File: src/rtl/c3aibadapt_txclk_pkg.sv
// Shared definitions for the TX channel clock-gate enable sequencer:
// FSM state encoding and default counter widths.
package c3aibadapt_txclk_pkg;

    localparam int DEF_IDLE_CNT_W = 8;
    localparam int DEF_WAKE_CNT_W = 4;

    typedef enum logic [1:0] {
        ST_OFF  = 2'd0,
        ST_WAKE = 2'd1,
        ST_ON   = 2'd2,
        ST_IDLE = 2'd3
    } gate_state_t;

endpackage : c3aibadapt_txclk_pkg

File: src/rtl/c3aibadapt_txclk_gate_ctl.sv
// Enable sequencer feeding the TX channel clock gate: wakes the gated clock on
// demand, waits a settle time before tx_ready, and gates it off after idling.
module c3aibadapt_txclk_gate_ctl
    import c3aibadapt_txclk_pkg::*;
#(
    parameter int IDLE_CNT_W = DEF_IDLE_CNT_W,
    parameter int WAKE_CNT_W = DEF_WAKE_CNT_W
) (
    input  logic                  clk,
    input  logic                  rst,
    input  logic                  r_gate_bypass,
    input  logic [IDLE_CNT_W-1:0] r_idle_thresh,
    input  logic [WAKE_CNT_W-1:0] r_wake_dly,
    input  logic                  tx_req,
    input  logic                  tx_busy,
    input  logic                  scan_mode,
    output logic                  gate_e,
    output logic                  gate_te,
    output logic                  tx_ready,
    output logic [1:0]            gate_state
);

    gate_state_t           r_state;
    gate_state_t           w_state_nxt;
    logic                  r_gate_e;
    logic                  w_gate_e_nxt;
    logic                  r_tx_ready;
    logic                  w_tx_ready_nxt;
    logic [WAKE_CNT_W-1:0] r_wake_cnt;
    logic [WAKE_CNT_W-1:0] w_wake_cnt_nxt;
    logic [IDLE_CNT_W-1:0] r_idle_cnt;
    logic [IDLE_CNT_W-1:0] w_idle_cnt_nxt;

    logic w_active;
    logic w_wake_done;
    logic w_idle_done;

    // tx_busy alone cannot wake from OFF: the draining logic has no clock there.
    assign w_active    = tx_req | tx_busy | r_gate_bypass;
    assign w_wake_done = (r_wake_cnt >= r_wake_dly);
    assign w_idle_done = (r_idle_cnt >= r_idle_thresh);

    always_comb begin
        w_state_nxt    = r_state;
        w_gate_e_nxt   = r_gate_e;
        w_tx_ready_nxt = r_tx_ready;
        w_wake_cnt_nxt = r_wake_cnt;
        w_idle_cnt_nxt = r_idle_cnt;

        case (r_state)
            ST_OFF: begin
                w_gate_e_nxt   = 1'b0;
                w_tx_ready_nxt = 1'b0;
                if (tx_req | r_gate_bypass) begin
                    w_state_nxt    = ST_WAKE;
                    w_gate_e_nxt   = 1'b1;
                    w_wake_cnt_nxt = '0;
                end
            end
            ST_WAKE: begin
                w_gate_e_nxt   = 1'b1;
                w_tx_ready_nxt = 1'b0;
                if (!(&r_wake_cnt)) begin
                    w_wake_cnt_nxt = r_wake_cnt + 1'b1;
                end
                if (w_wake_done) begin
                    w_state_nxt    = ST_ON;
                    w_tx_ready_nxt = 1'b1;
                end
            end
            ST_ON: begin
                w_gate_e_nxt   = 1'b1;
                w_tx_ready_nxt = 1'b1;
                if (!w_active) begin
                    w_state_nxt    = ST_IDLE;
                    w_idle_cnt_nxt = '0;
                end
            end
            ST_IDLE: begin
                w_gate_e_nxt   = 1'b1;
                w_tx_ready_nxt = 1'b1;
                // Activity on the terminal-count cycle wins over gate-off.
                if (w_active) begin
                    w_state_nxt    = ST_ON;
                    w_idle_cnt_nxt = '0;
                end else if (w_idle_done) begin
                    w_state_nxt    = ST_OFF;
                    w_gate_e_nxt   = 1'b0;
                    w_tx_ready_nxt = 1'b0;
                end else if (!(&r_idle_cnt)) begin
                    w_idle_cnt_nxt = r_idle_cnt + 1'b1;
                end
            end
            default: begin
                w_state_nxt    = ST_OFF;
                w_gate_e_nxt   = 1'b0;
                w_tx_ready_nxt = 1'b0;
            end
        endcase
    end

    always_ff @(posedge clk or posedge rst) begin
        if (rst) begin
            r_state    <= ST_OFF;
            r_gate_e   <= 1'b0;
            r_tx_ready <= 1'b0;
            r_wake_cnt <= '0;
            r_idle_cnt <= '0;
        end else begin
            r_state    <= w_state_nxt;
            r_gate_e   <= w_gate_e_nxt;
            r_tx_ready <= w_tx_ready_nxt;
            r_wake_cnt <= w_wake_cnt_nxt;
            r_idle_cnt <= w_idle_cnt_nxt;
        end
    end

    // Enables come straight from flops so the gate latch only sees post-edge changes.
    assign gate_e     = r_gate_e;
    assign tx_ready   = r_tx_ready;
    assign gate_te    = scan_mode;
    assign gate_state = r_state;

endmodule : c3aibadapt_txclk_gate_ctl

File: config.mk
export PLATFORM = sky130hd
export DESIGN_NAME = c3aibadapt_txclk_gate_ctl
export DESIGN_NICKNAME = d
export VERILOG_FILES = /design/src/rtl/c3aibadapt_txclk_pkg.sv /design/src/rtl/c3aibadapt_txclk_gate_ctl.sv
export SDC_FILE = /design/constraint.sdc
export NUM_CORES = 1
export LEC_CHECK = 0
export BUFFER_PORTS_ARGS = -buffer_cell sky130_fd_sc_hd__buf_2
export CORE_UTILIZATION = 50
export DETAILED_ROUTE_END_ITERATION = 16
export MAX_ROUTING_LAYER = met4
export PLACE_DENSITY = 0.82
export SLEW_MARGIN = 20
export SYNTH_ARGS = -nofsm -noshare
export SYNTH_HDL_FRONTEND = slang
export SYNTH_SLANG_ARGS = --single-unit
export TNS_END_PERCENT = 50
File: constraint.sdc
create_clock -name clk -period 2.1 [get_ports clk]
set_input_delay 0.42 -clock clk [delete_from_list [all_inputs] [get_ports clk]]
set_output_delay 0.42 -clock clk [all_outputs]
set_load 0.01 [all_outputs]
# After elaboration in Yosys (flattened, before gate mapping)
# Index checks and enable logic that the tools add are counted.
# word_totals
regBits	16
input_bits	18
elab_cells	51
# op_classes
add_sub_neg	2
magnitude_cmp	2
eq_ne	10
muxes	20
bitwise_logic	3
reduce_logical	9
# op_table
cell	count
$mux 8	4
$pmux 8 s2	1
$reduce_and 4->1	3
$mux 2	5
$ne 3x3->1 const B	3
$add 8x1->8 const B	1
$ge 8x8->1	1
$mux 4	2
$ne 2x2->1 const B	4
$pmux 2 s4	1
$pmux 4 s2	1
$reduce_and 8->1	1
$add 4x1->4 const B	1
$eq 2x2->1 const B	2
$ge 4x4->1	1
$mux 1	4
$pmux 1 s4	1
$reduce_bool 2->1	2
$or 1x1->1	3
$pmux 1 s3	1
$reduce_and 3->1	1
$eq 2x1->1 const B	1
$logic_not 2->1	1
$reduce_or 2->1	1

# Longest topological paths before layout
# Gate-level depths: netlist of the first run.
# depth
word_depth	5
mapped_depth	8

# Least setup slack after synthesis of the first run
# OpenSTA, ideal clock, no wires.
# synth_path
kind	input to register
start	input r_idle_thresh[2]
end	register r_idle_cnt[5]
setup_time_ns	0.069
arrival_time_ns	2.046
required_ns	2.031
setup_slack_ns	-0.015
stages	8
path_cell_list	inv_1 ha_1 a211oi_2 o21ai_2 a211oi_4 nand2_4 or4_1 nand3_1
# synth_via
elab_chain_cells	3
# synth_lines
element	line_no	text
start: declaration	c3aibadapt_txclk_gate_ctl.sv:12	input logic [IDLE_CNT_W-1:0] r_idle_thresh,
$ge 8x8->1	c3aibadapt_txclk_gate_ctl.sv:41	assign w_idle_done = (r_idle_cnt >= r_idle_thresh);
$ne 3x3->1 (no line)	n/a	
$reduce_and 4->1 (no line)	n/a	
end signal: assignment	c3aibadapt_txclk_gate_ctl.sv:114	r_idle_cnt <= w_idle_cnt_nxt;
end: declaration	c3aibadapt_txclk_gate_ctl.sv:31	logic [IDLE_CNT_W-1:0] r_idle_cnt;
# No other way between the ends.
# A chain may end at the register's enable or synchronous reset.

# Worst setup path after layout of the first run
# layout_path
start	register r_idle_cnt[1]
end	register r_idle_cnt[5]
# layout_via
elab_chain_cells	5
word_cells_on_any_way	10
cone_classes	add/sub: 1; order compare: 1; eq/ne: 2; mux: 4; reduce/logical: 2
# layout_lines
element	line_no	text
$add 8x1->8	c3aibadapt_txclk_gate_ctl.sv:91	w_idle_cnt_nxt = r_idle_cnt + 1'b1;
$mux 8	c3aibadapt_txclk_gate_ctl.sv:90	end else if (!(&r_idle_cnt)) begin
$mux 8	c3aibadapt_txclk_gate_ctl.sv:86	end else if (w_idle_done) begin
$mux 8	c3aibadapt_txclk_gate_ctl.sv:83	if (w_active) begin
$pmux 8 s2	c3aibadapt_txclk_gate_ctl.sv:50	case (r_state)
# Parallel ways exist; a longest one is shown, timed or not. The select of a mux whose other input is x is not followed.

==> impl_metrics.ini, run 1 <==
[placement]
portBuffers = 20
gp_congestion = 0.8293
placed_area_um2 = 1516
dp.cells = 207
place_hpwl_um = 2229

[yosys]
syn_area_per_cell_um2 = 8.767
synth_edf_count = 0
ys_types = 37
synth.yosys.seq_area_share_pct = 31.28
syn_nets = 183
synth-async-reset-ratio_pct = 100.0
synth_top_area_share_pct = 31.28
syn_area_um2 = 1280
synthCells = 146
ys.flop_type = dfrtp_1
synth_top_area_cell = dfrtp_1
ys_top_cells_by_area = dfrtp_1 (31%), ha_1 (19%), inv_1 (5.3%), nand3_1 (4.3%), o21ai_0 (3.5%)
yosysWarnings = 0
synth.most_common_cell = ha_1
synth_common_cells = ha_1 (19), inv_1 (18), dfrtp_1 (16)
ys_ff_latch = 16

[timing]
finalHoldViolations = 0
setup-tns-final_ns = 0
slew_violations = 0
worst_pin_slew_ns = 0.6156
setup_viol = 0
fin_skew_ns = 0.002273
min_period_over_period_pct = 97.20
whs_ns = 0.1835
max-slew-margin-rel_pct = 58.92
fmax_mhz = 489.9
period_minus_slack_ns = 2.041

[critical_path]
cp.arrival_ns = 2.27
timing.critical_path.to_type = flip-flop
regToRegSetupSlack_ns = 0.06
crit_fanout = 7
start_kind = flip-flop
crit_type = reg2reg
cp.required_ns = 2.33

[route]
wl_um = 3056
ant_nets = 0
num_vias = 1253
wl_per_cell_um = 14.48
first_pass_iters = 4
drtIter0Drc = 41
drc_errors = 0
vias_per_cell = 5.938

[layout]
layout-drive-gt1-share_pct = 28.42
nFillCells = 181
nets = 222
synthToLayoutAreaGrowth_pct = 24.24
antenna_cells = 0
final_area_um2 = 1590
final_cells = 211

[grt]
grt_pass1_wl_um = 4795
gr-total-overflow = 0
grt_use_total_pct = 24.27
antenna_found_initial = 0
first_global_vias = 1181
grt_max_degree = 17

[cts]
root_buffer = clkbuf_4
cts.clk_slew.worst_paths_ns = 0.09
cts_tree = done
clock_path_buffers = 2
insertion_delay_ns = 0.29
cts_made_buffers = 3
cts_hold_buf = 0
cts.sinks = 16
h-tree-depth = 1

[die]
start_util_pct = 55.21
fp.dieArea_um2 = 2766
rows = 17
die_x_um = 52.60
fp.dieH_um = 52.60
pin_count = 23
core_um2 = 2318

[pwr]
peakVddDrop_uv = 832.1
cellLeakagePower_nw = 0.7906
power_density_nw_per_um2 = 837.1
power_mw = 1.331

[run_status]
status = complete, no violations

[flow_run]
maxCapViolations = 0

[worst_hold_path]
hold_class = in2async
## worst max-delay path, cell delays in order (launching register included)
cell and delay [ns]:
dfrtp_1 0.41, ha_1 0.21, a211oi_2 0.24, o21ai_2 0.10
a211oi_4 0.30, nand2_4 0.11, or4_1 0.53, nand3_1 0.09
## cell families (layout without fill, tap and decap cells)
group	count (synthesis)	in the layout	share of synthesized area (%)
adders and majority gates	19	19	18.57
and+or+nand+nor	49	49	19.94
DFF	16	16	31.28
AOI/OAI and AO/OA	39	39	21.70
buffers and inverters	20	57	6.158
muxes	3	3	2.346
## metrics by stage
step | utilization (%) | setup WS [ns]
detailed placement | 65.41 | -0.09192
global route | 68.59 | -0.04194
CTS | 66.38 | 0.02369
finish | 68.59 | 0.05880
floorplan | - | 0.01782
global placement | 65.41 | -0.05766
## per-layer routing
metal	track usage (%)	vias up	part of all wire (%)
met2	39.87	43	51
met3	5.217	13	5.6
met1	26.98	591	41
li1	-	606	-
met5	-	-	0
met4	14.04	0	2.5
## path summary, 6_finish.rpt
| check | end | depth (start not counted) | from |
|---|---|---|---|
| max | r_idle_cnt[5]$_DFFE_PP0P_ | 7 | r_idle_cnt[1]$_DFFE_PP0P_ |
| min | r_wake_cnt[2]$_DFFE_PP0P_ | 2 | rst |
| max reg2reg | r_idle_cnt[5]$_DFFE_PP0P_ | 7 | r_idle_cnt[1]$_DFFE_PP0P_ |
| min reg2reg | r_wake_cnt[0]$_DFFE_PP0P_ | 3 | r_wake_cnt[0]$_DFFE_PP0P_ |
| max in group asynchronous | r_idle_cnt[2]$_DFFE_PP0P_ | 2 | rst |
| min in group clk | r_wake_cnt[0]$_DFFE_PP0P_ | 3 | r_wake_cnt[0]$_DFFE_PP0P_ |
## registers in the layout (all words and copies together) (netlist names)
| name | count |
|---|---|
| r_idle_cnt | 8 |
| r_wake_cnt | 4 |
| gate_state | 2 |
| gate_e | 1 |
| tx_ready | 1 |
## power breakdown
part | switching, mW | leakage [nW] | internal, mW
logic | 0.409 | 0.564 | 0.329
clock network | 0.100 | 0.0138 | 0.0669
registers | 0.0506 | 0.213 | 0.375
## layout make-up
cell class                      instances  area, um^2  area share [%]
Multi-Input combinational cell        110       844.6           53.11
Inverter                               18       67.56           4.249
Clock buffer                            3       22.52           1.416
Tap cell                               28       35.03           2.203
Timing Repair Buffer                   36       220.2           13.85
Sequential cell                        16       400.4           25.18
## placed cells by master (no fill, tap or decap), types with 3 or more instances in the layout
master	synthesis	layout
buf_4	1	16
o211ai_1	4	4
a21oi_1	7	7
nand2_1	12	12
nor3_1	3	3
ha_1	19	17
clkbuf_4	0	3
buf_2	0	20
or3_1	3	3
nand3_1	11	11
nor2_1	5	4
dfrtp_1	16	16
inv_1	18	18
o21ai_0	9	9
and3_1	3	3
## repair_timing
| action | CTS | global route |
|---|---|---|
| resized for setup | 0 | 10 |
| setup buffers | 0 | 1 |
| setup endpoints to repair | 0 | 8 |
No activity file was read; power rests on OpenSTA's default activity.
==> run 2: changes to the inputs <==
- CORE_UTILIZATION: 50 -> 30
- PLACE_DENSITY: 0.82 -> 0.56
==> impl_metrics.ini, run 2 (synthesis results as in run 1) <==
[run_status]
status = complete, no violations

[route]
drtIter0Drc = 98
vias_per_cell = 5.069
wl_um = 2773
num_vias = 1176
first_pass_iters = 4
drc_errors = 0
ant_nets = 0
wl_per_cell_um = 11.95

[cts]
cts_made_buffers = 3
root_buffer = clkbuf_8
h-tree-depth = 1
cts.clk_slew.worst_paths_ns = 0.06
cts_hold_buf = 0
clock_path_buffers = 2
cts_tree = done
cts.sinks = 16
cts_setup_buffers = 0
insertion_delay_ns = 0.25

[worst_hold_path]
hold_class = in2async

[layout]
final_common_cell = buf_2
largest_reg_flops = 8
nets = 221
top_register = r_idle_cnt
utilization_pct = 40.21
layout-drive-gt1-share_pct = 25.82
synthToLayoutAreaGrowth_pct = 27.47
final_cell_mix = buf_2 (20), inv_1 (18), ha_1 (17)
antenna_cells = 0

[critical_path]
cp_slowest_cell = or4_1
path_cells = ha_4 -> a211oi_2 -> o21ai_2 -> a211oi_4 -> nand2_4 -> or4_1 -> nand3_1
cp.arrival_ns = 2.22
timing.critical_path.to_type = flip-flop
crit_fanout = 7
crit_buf_inv = 0
crit_family = simple AND/OR/NAND/NOR gates
start_kind = flip-flop
crit_type = reg2reg
crit_path_max_incr_delay_ns = 0.51
cp.required_ns = 2.29

[timing]
fin_skew_ns = 0.003927
fmax_mhz = 492.4
rsz0062_at_grt = true
setup_viol = 0
worst_pin_slew_ns = 0.6431
period_minus_slack_ns = 2.031
slew_violations = 0
min_period_over_period_pct = 96.70
max-slew-margin-rel_pct = 57.08
whs_ns = 0.2484
finalHoldViolations = 0

[die]
pin_count = 23
start_util_pct = 31.54
die_x_um = 67.32
fp.dieH_um = 67.32
rows = 23
fp.dieArea_um2 = 4532
core_um2 = 4058

[grt]
met1_usage_pct = 17.23
antenna_found_initial = 0
top_usage_layer = met2
grt_use_met3_pct = 2.027
gr-total-overflow = 0
grt_use_total_pct = 14.22
grt_max_degree = 17
grt_pass1_wl_um = 4767
first_global_vias = 1128
grt_use_met2_pct = 24.38

[pwr]
peakVddDrop_uv = 279.6
power.switching_uw = 556.9
combPwrFrac_pct = 53.4
p_int_uw = 830.5
cellLeakagePower_nw = 0.7913
power_density_nw_per_um2 = 850.3
p_clk_share_pct = 16.7
p_seq_share_pct = 29.9
power_switching_share_pct = 40.14

[placement]
place_hpwl_um = 2274
gp_congestion = 0.8083
portBuffers = 20

[flow_run]
maxCapViolations = 0
==> run 2: final cells by class <==
cell class / instances / area (um^2)
flip-flops and latches: 16 / 400.4
repair buffers: 35 / 212.7
fillers: 416 / 2426
inverters: 18 / 67.56
clock buffers: 3 / 41.29
multi-input cells: 110 / 847.1
well taps: 50 / 62.56
==> run 2: worst paths after layout <==
| check | startpoint | endpoint | slack (ns) | cells after the start |
|---|---|---|---|---|
| max reg2reg | r_idle_cnt[2]$_DFFE_PP0P_ | r_idle_cnt[5]$_DFFE_PP0P_ | 0.07 | 7 |
| min in group clk | r_wake_cnt[1]$_DFFE_PP0P_ | r_wake_cnt[1]$_DFFE_PP0P_ | 0.54 | 2 |
| max | r_idle_cnt[2]$_DFFE_PP0P_ | r_idle_cnt[5]$_DFFE_PP0P_ | 0.07 | 7 |
| max in group asynchronous | rst | r_wake_cnt[2]$_DFFE_PP0P_ | 1.44 | 2 |
| min reg2reg | r_wake_cnt[1]$_DFFE_PP0P_ | r_wake_cnt[1]$_DFFE_PP0P_ | 0.54 | 2 |
| min | rst | r_idle_cnt[4]$_DFFE_PP0P_ | 0.25 | 2 |
==> run 2: metrics by stage <==
| stage | setup slack, ns | cell area [um^2] | TNS [ns] | cells | power, mW |
|---|---|---|---|---|---|
| finish | 0.06933 | 1632 | 0 | 232 | 1.387 |
| global placement | -0.09141 | 1544 | -0.4461 | 229 | 1.080 |
| detailed placement | -0.1931 | 1544 | -1.038 | 229 | 1.108 |
| global route | -0.03529 | 1632 | -0.04497 | 232 | 1.517 |
| CTS | 0.01820 | 1617 | 0 | 232 | 1.359 |
| floorplan | 0.01782 | 1280 | 0 | 146 | 0.8692 |
==> run 2: per-layer routing <==
layer	wire length, um	vias to the layer above
li1	-	606
met3	101	5
met5	0	-
met1	1387	541
met2	1257	24
met4	27	0
==> run 2: repair_timing <==
action / in CTS / in global routing
pin swaps: 3 / 1
setup endpoints to repair: 4 / 7
resized for setup: 3 / 5
==> run 2: power by group through the flow <==
stage / logic, mW / registers, mW / clock network, mW
3_5_place_dp: 0.686 / 0.422 / 0
5_1_grt: 0.843 / 0.425 / 0.249
3_3_place_gp: 0.658 / 0.422 / 0
4_1_cts: 0.703 / 0.417 / 0.239
6_report: 0.741 / 0.415 / 0.232
2_1_floorplan: 0.416 / 0.453 / 0
